[config.mk]
export PLATFORM = sky130hd
export DESIGN_NAME = addsub_sat_pipe_flat
export DESIGN_NICKNAME = d
export VERILOG_FILES = /design/src/rtl/addsub_sat_pipe_pkg.sv /design/src/rtl/addsub_sat_pipe_if.sv /design/src/rtl/addsub_sat_pipe_core.sv /design/src/rtl/addsub_sat_pipe.sv /design/src/flat_wrapper.sv
export SDC_FILE = /design/constraint.sdc
export NUM_CORES = 1
export LEC_CHECK = 0
export CAP_MARGIN = 5
export CORE_UTILIZATION = 53
export DETAILED_ROUTE_END_ITERATION = 6
export GPL_ROUTABILITY_DRIVEN = 0
export HOLD_SLACK_MARGIN = 0.1
export PLACE_DENSITY = 0.81
export SLEW_MARGIN = 20
export SYNTH_ARGS = -nofsm -noshare
export SYNTH_HDL_FRONTEND = slang
export SYNTH_SLANG_ARGS = --single-unit
[constraint.sdc]
create_clock -name clk -period 4.4 [get_ports clk]
set_input_delay 0.88 -clock clk [delete_from_list [all_inputs] [get_ports clk]]
set_output_delay 0.88 -clock clk [all_outputs]
set_load 0.02 [all_outputs]
[src/rtl/addsub_sat_pipe_pkg.sv]
// Shared types and constants for the saturating add/subtract pipeline.
package addsub_pkg;

  typedef enum logic [1:0] {
    OP_ADD  = 2'b00,
    OP_SUB  = 2'b01,
    OP_ACC  = 2'b10,
    OP_LOAD = 2'b11
  } op_t;

  // Widest operand the clamp helpers can describe.
  localparam int MAX_W = 64;

  // Largest signed value of a w-bit word, in the low w bits.
  function automatic logic [MAX_W-1:0] sat_max(input int w);
    return {MAX_W{1'b1}} >> (MAX_W - w + 1);
  endfunction

  // Smallest signed value of a w-bit word, in the low w bits.
  function automatic logic [MAX_W-1:0] sat_min(input int w);
    return {{(MAX_W-1){1'b0}}, 1'b1} << (w - 1);
  endfunction

endpackage

[src/rtl/addsub_sat_pipe_if.sv]
// Operation/result handshake bundle for addsub_sat_pipe.
interface addsub_sat_pipe_if
  import addsub_pkg::*;
#(
  parameter int WIDTH = 16
) ();

  logic             in_valid;
  logic             in_ready;
  op_t              op;
  logic             sat_en;
  logic [WIDTH-1:0] A;
  logic [WIDTH-1:0] B;
  logic             out_valid;
  logic             out_ready;
  logic [WIDTH-1:0] Sum;
  logic             Ovfl;
  logic             Neg;
  logic             Zero;
  logic [WIDTH-1:0] acc;

  // Side that issues operations and consumes results.
  modport master (
    output in_valid, op, sat_en, A, B, out_ready,
    input  in_ready, out_valid, Sum, Ovfl, Neg, Zero, acc
  );

  // The arithmetic unit itself.
  modport slave (
    input  in_valid, op, sat_en, A, B, out_ready,
    output in_ready, out_valid, Sum, Ovfl, Neg, Zero, acc
  );

endinterface

[src/rtl/addsub_sat_pipe_core.sv]
// Combinational signed add/subtract with overflow detect and optional clamp.
module addsub_core
  import addsub_pkg::*;
#(
  parameter int WIDTH = 16
) (
  input  logic signed [WIDTH-1:0] X,
  input  logic signed [WIDTH-1:0] Y,
  input  logic                    sub,
  input  logic                    sat_en,
  input  logic                    load,
  output logic signed [WIDTH-1:0] result,
  output logic                    ovfl
);

  localparam logic [MAX_W-1:0] MAX_FULL = sat_max(WIDTH);
  localparam logic [MAX_W-1:0] MIN_FULL = sat_min(WIDTH);
  localparam logic signed [WIDTH-1:0] SAT_HI = MAX_FULL[WIDTH-1:0];
  localparam logic signed [WIDTH-1:0] SAT_LO = MIN_FULL[WIDTH-1:0];

  // Overflow direction follows the sign of X: a positive X can only run off the top.
  function automatic logic signed [WIDTH-1:0] saturate(
    input logic signed [WIDTH-1:0] wrapped,
    input logic                    ov,
    input logic                    en,
    input logic                    x_msb
  );
    if (en && ov) return x_msb ? SAT_LO : SAT_HI;
    return wrapped;
  endfunction

  logic [WIDTH-1:0] y_op;
  logic [WIDTH:0]   sum_ext;
  logic             carry_into_msb;
  logic             raw_ovfl;

  // Ripple sum with one extra bit so carry-out of the MSB is visible.
  always_comb begin
    y_op           = sub ? ~Y : Y;
    sum_ext        = {1'b0, X} + {1'b0, y_op} + {{WIDTH{1'b0}}, sub};
    carry_into_msb = X[WIDTH-1] ^ y_op[WIDTH-1] ^ sum_ext[WIDTH-1];
    raw_ovfl       = carry_into_msb ^ sum_ext[WIDTH];
    if (load) begin
      result = X;
      ovfl   = 1'b0;
    end else begin
      result = saturate(sum_ext[WIDTH-1:0], raw_ovfl, sat_en, X[WIDTH-1]);
      ovfl   = raw_ovfl;
    end
  end

endmodule

[src/rtl/addsub_sat_pipe.sv]
// Two-stage pipelined saturating add/subtract unit with accumulator and N/Z/V flags.
module addsub_sat_pipe
  import addsub_pkg::*;
#(
  parameter int WIDTH = 16
) (
  input logic              clk,
  input logic              rst_n,
  addsub_sat_pipe_if.slave bus
);

  logic                    vld_p1;
  op_t                     op_p1;
  logic                    sat_p1;
  logic signed [WIDTH-1:0] a_p1;
  logic signed [WIDTH-1:0] b_p1;

  logic                    vld_p2;
  logic signed [WIDTH-1:0] sum_p2;
  logic                    ovfl_p2;
  logic                    neg_p2;
  logic                    zero_p2;
  logic signed [WIDTH-1:0] acc_p2;

  logic                    s2_adv;
  logic                    in_rdy;
  logic signed [WIDTH-1:0] x_p1;
  logic signed [WIDTH-1:0] y_p1;
  logic signed [WIDTH-1:0] res_p1;
  logic                    ovfl_p1;

  assign s2_adv       = ~vld_p2 | bus.out_ready;
  assign in_rdy       = ~vld_p1 | s2_adv;
  assign bus.in_ready = in_rdy;

  // ---- stage 1: operand register ----

  // Valid bit for the operand stage; drains when S2 takes the op and nothing new arrives.
  always_ff @(posedge clk or negedge rst_n) begin
    if (!rst_n) begin
      vld_p1 <= 1'b0;
    end else if (bus.in_valid && in_rdy) begin
      vld_p1 <= 1'b1;
    end else if (s2_adv) begin
      vld_p1 <= 1'b0;
    end
  end

  // Operand capture on acceptance; held while the pipe is stalled.
  always_ff @(posedge clk) begin
    if (bus.in_valid && in_rdy) begin
      op_p1  <= bus.op;
      sat_p1 <= bus.sat_en;
      a_p1   <= bus.A;
      b_p1   <= bus.B;
    end
  end

  // ---- stage 2: operand select, arithmetic, result register ----

  // ACC adds A onto the live accumulator, so back-to-back ACCs see the newest value.
  always_comb begin
    x_p1 = (op_p1 == OP_ACC) ? acc_p2 : a_p1;
    y_p1 = (op_p1 == OP_ACC) ? a_p1 : b_p1;
  end

  addsub_core #(.WIDTH(WIDTH)) u_core (
    .X      (x_p1),
    .Y      (y_p1),
    .sub    (op_p1 == OP_SUB),
    .sat_en (sat_p1),
    .load   (op_p1 == OP_LOAD),
    .result (res_p1),
    .ovfl   (ovfl_p1)
  );

  // Result, flags and accumulator load together; all hold while downstream stalls.
  always_ff @(posedge clk or negedge rst_n) begin
    if (!rst_n) begin
      vld_p2  <= 1'b0;
      sum_p2  <= '0;
      ovfl_p2 <= 1'b0;
      neg_p2  <= 1'b0;
      zero_p2 <= 1'b0;
      acc_p2  <= '0;
    end else if (vld_p1 && s2_adv) begin
      vld_p2  <= 1'b1;
      sum_p2  <= res_p1;
      ovfl_p2 <= ovfl_p1;
      neg_p2  <= res_p1[WIDTH-1];
      zero_p2 <= (res_p1 == '0);
      if (op_p1 == OP_ACC || op_p1 == OP_LOAD) acc_p2 <= res_p1;
    end else if (bus.out_ready) begin
      vld_p2 <= 1'b0;
    end
  end

  assign bus.out_valid = vld_p2;
  assign bus.Sum       = sum_p2;
  assign bus.Ovfl      = ovfl_p2;
  assign bus.Neg       = neg_p2;
  assign bus.Zero      = zero_p2;
  assign bus.acc       = acc_p2;

endmodule

[src/flat_wrapper.sv]
// flat-port wrapper written by rule: the top's interface ports become plain ports
module addsub_sat_pipe_flat import addsub_pkg::*;
#(
  parameter int WIDTH = 16
)
  (clk, rst_n, bus_in_valid, bus_op, bus_sat_en, bus_A, bus_B, bus_out_ready, bus_in_ready, bus_out_valid, bus_Sum, bus_Ovfl, bus_Neg, bus_Zero, bus_acc);
  addsub_sat_pipe_if #(.WIDTH(WIDTH)) bus_i ();
  input logic clk;
  input logic rst_n;
  input wire logic [$bits(bus_i.in_valid)-1:0] bus_in_valid;
  input wire logic [$bits(bus_i.op)-1:0] bus_op;
  input wire logic [$bits(bus_i.sat_en)-1:0] bus_sat_en;
  input wire logic [$bits(bus_i.A)-1:0] bus_A;
  input wire logic [$bits(bus_i.B)-1:0] bus_B;
  input wire logic [$bits(bus_i.out_ready)-1:0] bus_out_ready;
  output wire logic [$bits(bus_i.in_ready)-1:0] bus_in_ready;
  output wire logic [$bits(bus_i.out_valid)-1:0] bus_out_valid;
  output wire logic [$bits(bus_i.Sum)-1:0] bus_Sum;
  output wire logic [$bits(bus_i.Ovfl)-1:0] bus_Ovfl;
  output wire logic [$bits(bus_i.Neg)-1:0] bus_Neg;
  output wire logic [$bits(bus_i.Zero)-1:0] bus_Zero;
  output wire logic [$bits(bus_i.acc)-1:0] bus_acc;
  assign bus_i.in_valid = bus_in_valid;
  assign bus_i.op = bus_op;
  assign bus_i.sat_en = bus_sat_en;
  assign bus_i.A = bus_A;
  assign bus_i.B = bus_B;
  assign bus_i.out_ready = bus_out_ready;
  assign bus_in_ready = bus_i.in_ready;
  assign bus_out_valid = bus_i.out_valid;
  assign bus_Sum = bus_i.Sum;
  assign bus_Ovfl = bus_i.Ovfl;
  assign bus_Neg = bus_i.Neg;
  assign bus_Zero = bus_i.Zero;
  assign bus_acc = bus_i.acc;
  addsub_sat_pipe #(.WIDTH(WIDTH)) u_core (.clk(clk), .rst_n(rst_n), .bus(bus_i));
endmodule
==> results of run 1 <==
[placed cells by master, fill, tap and decap left out, types with 5 or more instances in the layout]
cell type	instances
mux2i_1	18
mux2_2	22
o211ai_1	8
a21oi_1	29
dfrtp_1	36
a21o_1	5
nand2_1	50
a31oi_1	5
o21ai_0	40
nand2b_1	12
xnor2_1	8
edfxtp_1	35
and3_1	6
nor2_1	23
ha_1	15
buf_4	6
clkdlybuf4s50_1	75
xor2_1	20
clkbuf_8	12
[metal layers]
| metal | share of wire (%) | wire, µm | vias up |
|---|---|---|---|
| met5 | 0 | 0 | - |
| met4 | 2.6 | 232 | 0 |
| met3 | 6.1 | 537 | 24 |
| met2 | 44 | 3920 | 154 |
| met1 | 47 | 4150 | 1526 |
| li1 | - | - | 1616 |
[worst min-delay path by stage]
stage / end / from / slack, ns
2_1_floorplan: u_core.bus.out_valid / u_core.vld_p1 / 0.48
3_3_place_gp: u_core.bus.Sum[7] / u_core.bus.Sum[7] / 0.46
3_5_place_dp: u_core.bus.Sum[7] / u_core.bus.Sum[7] / 0.47
4_1_cts: u_core.bus.Sum[4] / u_core.bus.Sum[4] / 0.48
5_1_grt: u_core.bus.Sum[4] / u_core.bus.Sum[4] / 0.51
6_report: u_core.bus.Sum[7] / u_core.bus.Sum[7] / 0.48
[cell type report]
cell class,count,area (µm²)
Inverter,3,11.3
Fill cell,592,2440
Multi-Input combinational cell,307,2150
Tap cell,102,128
Clock buffer,14,173
Clock inverter,1,5.00
Timing Repair Buffer,83,827
Sequential cell,71,1950
[kinds of logic (layout without fill, tap and decap cells)]
family	Yosys count	count (layout)	synth area share, %
DFF	71	71	46.5
adders and majority gates	16	16	4.95
xor gates and xnor gates	28	28	5.84
muxes	42	42	10.9
and+or+nand+nor	108	108	11.9
AOI/OAI and AO/OA	113	113	17.5
buffers and inverters	22	101	2.44
[power groups by stage]
| stage | sequential [W] | clock (W) | combinational [W] |
|---|---|---|---|
| floorplan | 0.00113 | 0 | 0.000659 |
| global placement | 0.000987 | 0 | 0.00126 |
| detailed placement | 0.000992 | 0 | 0.00129 |
| CTS | 0.000981 | 0.000481 | 0.00129 |
| global route | 0.00100 | 0.000513 | 0.00140 |
| finish | 0.000982 | 0.000470 | 0.00131 |
[tightest hold or removal path, cell delays in order, from the launching register on]
cell and delay, ns:
dfrtp_1 0.34, nand2_1 0.04, o21ai_0 0.06
[repair_timing]
| item | in CTS | in global routing |
|---|---|---|
| buffers inserted | 0 | 0 |
| endpoints found under the hold margin | 0 | 0 |
| setup endpoints to repair | 0 | 3 |
| resized for setup | 0 | 2 |
[registers in the layout (all words and copies together), names as in the netlist]
signal                cells
u_core.a_p1              16
u_core.b_p1              16
u_core.bus.Sum           16
u_core.bus.acc           16
u_core.op_p1              2
u_core.bus.Ovfl           1
u_core.bus.Zero           1
u_core.bus.out_valid      1
u_core.sat_p1             1
u_core.vld_p1             1
[metrics by stage]
step           instances  utilization (%)  instance area [µm²]
2_1_floorplan        400                -                 4200
3_3_place_gp         566             65.8                 5060
3_5_place_dp         566             65.8                 5060
4_1_cts              581             68.1                 5230
5_1_grt              581             68.2                 5250
6_report             581             68.2                 5250
==> flow_summary.toml, run 1 <==
[clocking]
cts_root_buf = "clkbuf_8"
cts_hold_buffers = 0
clkSinkCount = 71
cts_tree = "built"
cts_buffer_depth = 2
htree_levels = 3
clk-insertion-delay-late_ns = 0.34
path_clk_slew_ns = 0.07
numCtsBuffers = 9

[die]
die_x_um = 91.0
rows = 32
die-area_um2 = 8280
initial_utilization_pct = 54.6
die_h_um = 91.0
coreArea_um2 = 7690
io_pins = 76

[timing]
fin_crit_sh_pct = 92.6
slew_violations = 0
period_minus_slack_ns = 4.08
rsz0062_at_grt = "no"
holdWs_ns = 0.477
tightestPinTransition_ns = 0.886
fin_skew_ns = 0.00974
hold_violations = 0
final.setup.tns_ns = 0
fin_ws_ns = 0.324
setup_viol = 0
max_slew_margin_pct = 40.8
max_freq_mhz = 245

[run]
drv_cap = 0

[yosys]
synth_common_cells = "nand2_1, o21ai_0, dfrtp_1, edfxtp_1, a21oi_1"
ys_types = 56
synthTopCellsByArea = "edfxtp_1, dfrtp_1, mux2_2"
syn-num-nets = 455
synth_most_common_cell = "nand2_1"
synthCells = 400
synth_edf_count = 35
ys.flop_type = "dfrtp_1"
avgSynthCellArea_um2 = 10.5
ys_seq_area_share_pct = 46.5
synth_area_um2 = 4200
ys_seq_elements = 71
ys_async_sr_fraction_pct = 50.7
synth_top_area_share_pct = 25.0
yosysTopAreaCell = "edfxtp_1"
ys_warn_count = 0

[route]
vias = 3320
routedWlPerCell_um = 15.2
first_pass_iters = 7
vias_per_cell = 5.71
first_iter_violations = 219
ant_nets = 0
drt_drc_violations_left = 1
routed_wl_mm = 8.84

[critical_path]
critPathKind = "reg2reg"
crit_path_end_kind = "flip-flop"
critPathMostFrequentCell = "o31ai_2"
worstSetupEndpoint = "u_core.bus.Zero"
rr_endpoint = "u_core.bus.Zero"
critPathTopFamily = "compound AO/OA/AOI/OAI gates"
r2r_slack_ns = 0.32
crit_cells = 15
crit_start = "u_core.op_p1[0]"
arrival_ns = 4.32
crit_chain = "nor2b_1 > buf_12 > mux2_2 > fa_1 > a211oi_2 > o211ai_1 > a21oi_2 > o31ai_2 > or2_1 > mux2i_4 > buf_4 > a21oi_1 > a221oi_1 > nand4_1 > o31ai_2"
crit_path_max_fanout = 13
worstRegToRegCells = 15
critPathLaunchType = "flip-flop"
worst_path_largest_cell_delay_ns = 0.50
crit_buf_inv = 2
worstPathRequired_ns = 4.65
reg2reg_from = "u_core.op_p1[0]"
slowest_stage = "fa_1"

[hold_path]
min_path_cells = 2
hp-class = "reg2reg"

[global_routing]
met3_usage_pct = 4.10
grt_pass1_wl_mm = 14.5
grt_busiest_layer = "met2"
antenna_found_initial = 0
grt_pass1_vias = 3006
met2_usage_pct = 33.6
grt-ovfl-total = 0
grt_max_degree = 37
grtUsageMet1_pct = 32.0
grt_use_total_pct = 22.5

[place]
dp_slack_ns = 0.229
dp_hpwl_mm = 6.78
io_buffers = 75

[pwr]
p_switching_w = 0.00105
leakagePower_nw = 2.14
clkPwrFrac_pct = 17.0
p_int_w = 0.00171
p_seq_share_pct = 35.6
pwr-share-comb_pct = 47.3
swShare_pct = 38.0
p_total_w = 0.00276
power_density_nw_per_um2 = 526
ir_worst_vdd_uv = 208

[cells_and_area]
n_antenna_cell = 0
nNetsFinal = 530
drive_gt1_share_pct = 11.7
area_growth_pct = 25.0

[outcome]
status = "complete, but fails checks"
violations = "DRC"
(Power assumes the default switching activity.)
==> run 2: changes to the inputs <==
--- a/config.mk
+++ b/config.mk
@@ -5,8 +5,9 @@
 export SDC_FILE = /design/constraint.sdc
 export NUM_CORES = 1
 export LEC_CHECK = 0
-export CAP_MARGIN = 5
+export CAP_MARGIN = 20
 export CORE_UTILIZATION = 53
+export CTS_CLUSTER_SIZE = 28
 export DETAILED_ROUTE_END_ITERATION = 6
 export GPL_ROUTABILITY_DRIVEN = 0
 export HOLD_SLACK_MARGIN = 0.1
==> results of run 2 <==
Same layout as run 1: the final DEF is identical, and so are final timing and power.
==> run 3: changes to the inputs <==
--- a/config.mk
+++ b/config.mk
@@ -12,6 +12,7 @@
 export GPL_ROUTABILITY_DRIVEN = 0
 export HOLD_SLACK_MARGIN = 0.1
 export PLACE_DENSITY = 0.81
+export SKIP_CTS_REPAIR_TIMING = 1
 export SLEW_MARGIN = 20
 export SYNTH_ARGS = -nofsm -noshare
 export SYNTH_HDL_FRONTEND = slang
==> results of run 3 <==
Same layout as run 1: the final DEF is identical, and so are final timing and power.
